`config.mk`:
```
export PLATFORM = sky130hd
export DESIGN_NAME = knn_vote
export DESIGN_NICKNAME = d
export VERILOG_FILES = /design/src/rtl/knn_vote.sv
export SDC_FILE = /design/constraint.sdc
export NUM_CORES = 1
export LEC_CHECK = 0
export BUFFER_PORTS_ARGS = -buffer_cell sky130_fd_sc_hd__buf_2
export CAP_MARGIN = 40
export CORE_AREA = 2 2 480 482
export CTS_CLUSTER_SIZE = 40
export DETAILED_ROUTE_END_ITERATION = 6
export DIE_AREA = 0 0 482 484
export PLACE_DENSITY = 0.3
export SLEW_MARGIN = 20
export SYNTH_ARGS = -nofsm -noshare
export SYNTH_HDL_FRONTEND = slang
export SYNTH_SLANG_ARGS = --single-unit
```
`constraint.sdc`:
```
create_clock -name clk -period 11.1 [get_ports clk]
set_input_delay 1.11 -clock clk [delete_from_list [all_inputs] [get_ports clk]]
set_output_delay 1.11 -clock clk [all_outputs]
set_load 0.02 [all_outputs]
```
`src/rtl/knn_vote.sv`:
```
// k-nearest-neighbour majority vote over a pre-sorted distance/label vector.
// Define KNN_TIE_NEAREST_EN to break equal-vote ties in favour of the class seen at the nearest rank.
module knn_vote #(
    parameter int L      = 64,
    parameter int W      = 16,
    parameter int TYPE_W = 3,
    parameter int K      = 5
) (
    input  logic                       clk,
    input  logic                       rst,
    input  logic                       in_valid,
    output logic                       in_ready,
    input  logic [W*L-1:0]             in,
    input  logic [TYPE_W*L-1:0]        in_type,
    output logic [TYPE_W-1:0]          out_class,
    output logic [$clog2(K+1)-1:0]     out_votes,
    output logic                       out_valid
);

    localparam int NCLS = 1 << TYPE_W;
    localparam int VW   = $clog2(K + 1);
    localparam int RW   = (K > 1) ? $clog2(K) : 1;
    localparam int LW   = (L > 1) ? $clog2(L) : 1;

    typedef enum logic [1:0] {
        IDLE,
        COUNT,
        SCAN,
        DONE
    } state_t;

    state_t                 state_reg;
    state_t                 state_next;

    logic [TYPE_W*L-1:0]    type_reg;
    logic [W*L-1:0]         dist_reg;
    logic [LW-1:0]          rank_reg;
    logic [TYPE_W-1:0]      scan_reg;
    logic [TYPE_W-1:0]      best_cls_reg;
    logic [VW-1:0]          best_cnt_reg;
    logic [TYPE_W-1:0]      out_class_reg;
    logic [VW-1:0]          out_votes_reg;

    logic [TYPE_W-1:0]      type_arr [L];
    logic [VW-1:0]          cnt_arr  [NCLS];
    logic [TYPE_W-1:0]      cur_type;
    logic                   accept;
    logic                   rank_last;
    logic                   scan_last;
    logic [VW-1:0]          scan_cnt;
    logic                   take;
    logic [TYPE_W-1:0]      new_cls;
    logic [VW-1:0]          new_cnt;

`ifdef KNN_TIE_NEAREST_EN
    logic [RW-1:0]          rank_arr [NCLS];
    logic [NCLS-1:0]        rank_vld_vec;
    logic [RW-1:0]          best_rank_reg;
`endif

    // Distances are held with the vector but never consulted by the vote.
    logic                   unused_dist;
    assign unused_dist = ^dist_reg;

    assign accept    = in_valid && (state_reg == IDLE);
    assign rank_last = (rank_reg == LW'(K - 1));
    assign scan_last = &scan_reg;
    assign in_ready  = (state_reg == IDLE);
    assign out_valid = (state_reg == DONE);
    assign out_class = out_class_reg;
    assign out_votes = out_votes_reg;

    genvar gi;
    generate
        for (gi = 0; gi < L; gi++) begin : g_unpack
            assign type_arr[gi] = type_reg[gi*TYPE_W +: TYPE_W];
        end
    endgenerate

    assign cur_type = type_arr[rank_reg];

    // One vote counter per class; only ranks 0..K-1 ever reach COUNT.
    generate
        for (gi = 0; gi < NCLS; gi++) begin : g_cls
            logic [VW-1:0] cnt_reg;
            logic          hit;

            assign hit         = (state_reg == COUNT) && (cur_type == TYPE_W'(gi));
            assign cnt_arr[gi] = cnt_reg;

            always_ff @(posedge clk or posedge rst) begin
                if (rst) begin
                    cnt_reg <= '0;
                end else if (accept) begin
                    cnt_reg <= '0;
                end else if (hit) begin
                    cnt_reg <= cnt_reg + VW'(1);
                end
            end

`ifdef KNN_TIE_NEAREST_EN
            logic [RW-1:0] first_rank_reg;
            logic          first_vld_reg;

            assign rank_arr[gi]     = first_rank_reg;
            assign rank_vld_vec[gi] = first_vld_reg;

            always_ff @(posedge clk or posedge rst) begin
                if (rst) begin
                    first_rank_reg <= '0;
                    first_vld_reg  <= 1'b0;
                end else if (accept) begin
                    first_rank_reg <= '0;
                    first_vld_reg  <= 1'b0;
                end else if (hit && !first_vld_reg) begin
                    first_rank_reg <= rank_reg[RW-1:0];
                    first_vld_reg  <= 1'b1;
                end
            end
`endif
        end
    endgenerate

    always_comb begin
        state_next = state_reg;
        case (state_reg)
            IDLE:    if (in_valid) state_next = COUNT;
            COUNT:   if (rank_last) state_next = SCAN;
            SCAN:    if (scan_last) state_next = DONE;
            DONE:    state_next = IDLE;
            default: state_next = IDLE;
        endcase
    end

    always_ff @(posedge clk or posedge rst) begin
        if (rst) begin
            state_reg <= IDLE;
        end else begin
            state_reg <= state_next;
        end
    end

    // Strictly-greater replacement makes the lowest class index win ties by default.
    always_comb begin
        scan_cnt = cnt_arr[scan_reg];
        take     = (scan_cnt > best_cnt_reg);
`ifdef KNN_TIE_NEAREST_EN
        if ((scan_cnt == best_cnt_reg) && (scan_cnt != '0) &&
            rank_vld_vec[scan_reg] && (rank_arr[scan_reg] < best_rank_reg)) begin
            take = 1'b1;
        end
`endif
        new_cls = take ? scan_reg : best_cls_reg;
        new_cnt = take ? scan_cnt : best_cnt_reg;
    end

    always_ff @(posedge clk or posedge rst) begin
        if (rst) begin
            type_reg      <= '0;
            dist_reg      <= '0;
            rank_reg      <= '0;
            scan_reg      <= '0;
            best_cls_reg  <= '0;
            best_cnt_reg  <= '0;
            out_class_reg <= '0;
            out_votes_reg <= '0;
`ifdef KNN_TIE_NEAREST_EN
            best_rank_reg <= '0;
`endif
        end else begin
            case (state_reg)
                IDLE: begin
                    if (in_valid) begin
                        type_reg     <= in_type;
                        dist_reg     <= in;
                        rank_reg     <= '0;
                        scan_reg     <= '0;
                        best_cls_reg <= '0;
                        best_cnt_reg <= '0;
`ifdef KNN_TIE_NEAREST_EN
                        best_rank_reg <= '0;
`endif
                    end
                end
                COUNT: begin
                    if (!rank_last) begin
                        rank_reg <= rank_reg + LW'(1);
                    end
                end
                SCAN: begin
                    scan_reg     <= scan_reg + TYPE_W'(1);
                    best_cls_reg <= new_cls;
                    best_cnt_reg <= new_cnt;
`ifdef KNN_TIE_NEAREST_EN
                    if (take) begin
                        best_rank_reg <= rank_arr[scan_reg];
                    end
`endif
                    // Results only move here, so they stay stable between DONE states.
                    if (scan_last) begin
                        out_class_reg <= new_cls;
                        out_votes_reg <= new_cnt;
                    end
                end
                default: begin
                end
            endcase
        end
    end

endmodule

```
==> impl_metrics.toml <==
[floorplanning]
die-width_um = 482
rows = 176
floorplan.die_area_mm2 = 0.233
ios = 1227
placeableCoreArea_mm2 = 0.229
start_util_pct = 5.06
die_height_um = 484

[timing]
skew_ns = 0.0340
slew_viol_final = 0
setup-violations-final = 0
period_share_pct = 37.1
maxClockFrequency_mhz = 243
fin_worst_hold_slack_ns = 0.473
finalWorstSetupSlack_ns = 6.98
finalWorstPathRequiredPeriod_ns = 4.12
rsz0062_at_grt = "false"
timing_hold_violations_final = 0
fin_tns_setup_ns = 0
slew_headroom_pct = 44.9
worst_slew_pin_slew_ns = 0.827

[yosys]
synth.cell_area_mm2 = 0.0116
postSynth.asyncResetShare_pct = 100
synthesis.instances = 834
yosysTopAreaCellShare_pct = 51.8
synthesis.area_per_instance_um2 = 13.9
synth_enable_flop_cells = 0
synth_cell_type_count = 53
ys_seq_area_share_pct = 51.8
postSynth.topFlopCell = "dfrtp_1"
synth_nets = 2072
ys_ff_latch = 239
yosys_warnings = 0
synth_top_cell_by_area = "dfrtp_1"
synth.top_cells.by_area = "dfrtp_1, mux2_2, mux4_2"

[placement]
place.port_buffers = 202
hpwlAfterDp_um = 36400
preCtsSetupSlack_ns = 6.61
place.gp.congestion = 0.670
dp_cells = 4029
postPlaceCellArea_mm2 = 0.0163

[min_path]
min-delay-path-class = "flop to flop"
min_path_cells = 2

[layout]
areaGrowthSynthToFinish_pct = 51.9
instances_no_fill = 4103
layout.cells.most_common_list = "dfrtp_1, buf_2, mux2_2"
fillcell_total = 26695
layout-drive-gt1-share_pct = 50.7
layout.cell_area.non_filler_mm2 = 0.0176
fin_nets = 2279
layout.cells.most_common = "dfrtp_1"
largest_register_ff_count = 192
utilization_pct = 7.68

[clock_network]
cts_tree = "done"
clk_latency_ns = 0.58
cts_hold_buf = 0
postCtsSetupBuffers = 0
cts_resized = 0
clk_pin_slew_ns = 0.06
clock_sinks = 239
cts_made_buffers = 36
clk_path_buf_depth = 3
htreeDepth = 2
clock_tree.root_cell = "clkbuf_16"

[drt]
drt-vias-per-instance = 1.90
drtAntennaViolNets = 0
wl_per_cell_um = 11.5
detailedRoute.firstIterationViolations = 228
route.vias.total = 7811
drt-total-wl_um = 47100
drt_pass_1_iters = 4
drc = 0

[pwr]
power_density_over_the_cells_mw_per_mm2 = 246
power.total_mw = 4.31
static_leakage_nw = 6.29
vdd_ir_drop_max_v = 0.0000922

[grt]
number_of_antenna_violations_at_the_first_check_in_global_routing = 52
global_route.peak_usage_layer = "met2"
use_met3_pct = 1.65
grt.overflow.total = 0
gr-usage-met1_pct = 4.79
wire_length_of_the_first_global_routing_pass_um = 66300
global_route.usage.met2_pct = 6.69
first_global_vias = 8500
largest_net_degree_at_the_start_of_global_routing = 110
track_usage_pct = 4.05

[worst_setup_path]
regToRegStartpoint = "rank_reg[0]$_DFFE_PP0P_"
timing.rr.end = "g_cls[1].cnt_reg[0]$_DFFE_PP0P_"
worstPathArrival_ns = 4.62
timing.critical_path.cells = "buf_4 > buf_4 > mux4_2 > a22oi_1 > a211oi_1 > nor4_2 > nand3_2 > nor2_1 > mux2i_1"
worst_setup_path_endpoint = "g_cls[1].cnt_reg[0]$_DFFE_PP0P_"
timing.reg2reg.setup_slack_ns = 6.98
worstPathRequired_ns = 11.60
criticalPathCategory = "flop to flop"
end_kind = "flop"
startpoint = "rank_reg[0]$_DFFE_PP0P_"
critPathLaunchType = "flop"
critPathMaxFanout = 22
r2r_cells = 9
worst_path_most_repeated_cell = "buf_4"
critical_path.max_stage_delay_ns = 0.62
critical_path_s_slowest_cell = "mux4_2"

[outcome]
outcome = "completed"

[run]
cap_violations = 0
==> synth_stat cells (all sizes together) (3+ instances only) <==
cell / instances
dfrtp: 239
a22oi: 16
o311ai: 8
o41ai: 10
buf: 24
mux2: 195
clkbuf: 32
inv: 22
nor2b: 6
ha: 19
a21oi: 6
nand3: 16
nand2b: 20
nor2: 21
and2: 3
mux2i: 37
a31oi: 3
o21ai: 20
a22o: 4
mux4: 49
or3b: 3
nand2: 54
==> routing by layer <==
metal / up-vias / wire length, µm
li1: 3512 / -
met1: 3932 / 19800
met2: 201 / 22800
met3: 112 / 3140
met4: 54 / 1100
met5: - / 340
==> worst max-delay path: cells and delay by family (launching register included) <==
family,cells,cell delay [ns]
buffers and inverters,2,0.87
DFF,1,0.61
muxes,2,0.83
AOI/OAI and AO/OA,2,0.53
and+or+nand+nor,3,1.14
==> where the power goes <==
| part | switching (mW) | leakage, nW | total (mW) | internal [mW] |
|---|---|---|---|---|
| Clock | 0.469 | 0.583 | 1.18 | 0.716 |
| Combinational | 0.773 | 2.82 | 1.58 | 0.808 |
| Sequential | 0.272 | 2.90 | 1.55 | 1.28 |
| Total | 1.51 | 6.29 | 4.31 | 2.80 |
==> kinds of logic (layout without fill, tap and decap cells) <==
group,after synthesis,count (layout),synth area share [%]
mux,281,281,31.8
flops,239,239,51.8
xor+xnor,3,3,0.227
compound gates,80,80,5.32
fa+ha+maj,19,19,2.06
simple gates,134,134,5.77
buf+inv,78,312,3.11
other cells,0,9,0
==> final cells by class <==
| class | count | area, µm² | share of cell area, % |
|---|---|---|---|
| Sequential cell | 239 | 5990 | 34.1 |
| Multi-Input combinational cell | 517 | 5220 | 29.8 |
| Tap cell | 3026 | 3790 | 21.6 |
| Timing Repair Buffer | 225 | 1240 | 7.07 |
| Clock buffer | 52 | 1020 | 5.82 |
| Clock inverter | 13 | 183 | 1.04 |
| Inverter | 22 | 90.1 | 0.513 |
| Antenna cell | 9 | 22.5 | 0.128 |
==> worst min path at each step <==
stage | slack, ns | endpoint | startpoint
floorplan | 0.47 | best_cnt_reg[1]$_DFFE_PP0P_ | best_cnt_reg[1]$_DFFE_PP0P_
global placement | 0.47 | out_class[2]$_DFFE_PP0P_ | out_class[2]$_DFFE_PP0P_
detailed placement | 0.47 | out_class[2]$_DFFE_PP0P_ | out_class[2]$_DFFE_PP0P_
CTS | 0.48 | out_class[2]$_DFFE_PP0P_ | out_class[2]$_DFFE_PP0P_
global route | 0.51 | type_reg[158]$_DFFE_PP0P_ | type_reg[158]$_DFFE_PP0P_
finish | 0.47 | out_class[2]$_DFFE_PP0P_ | out_class[2]$_DFFE_PP0P_
(Power assumes the default switching activity.)
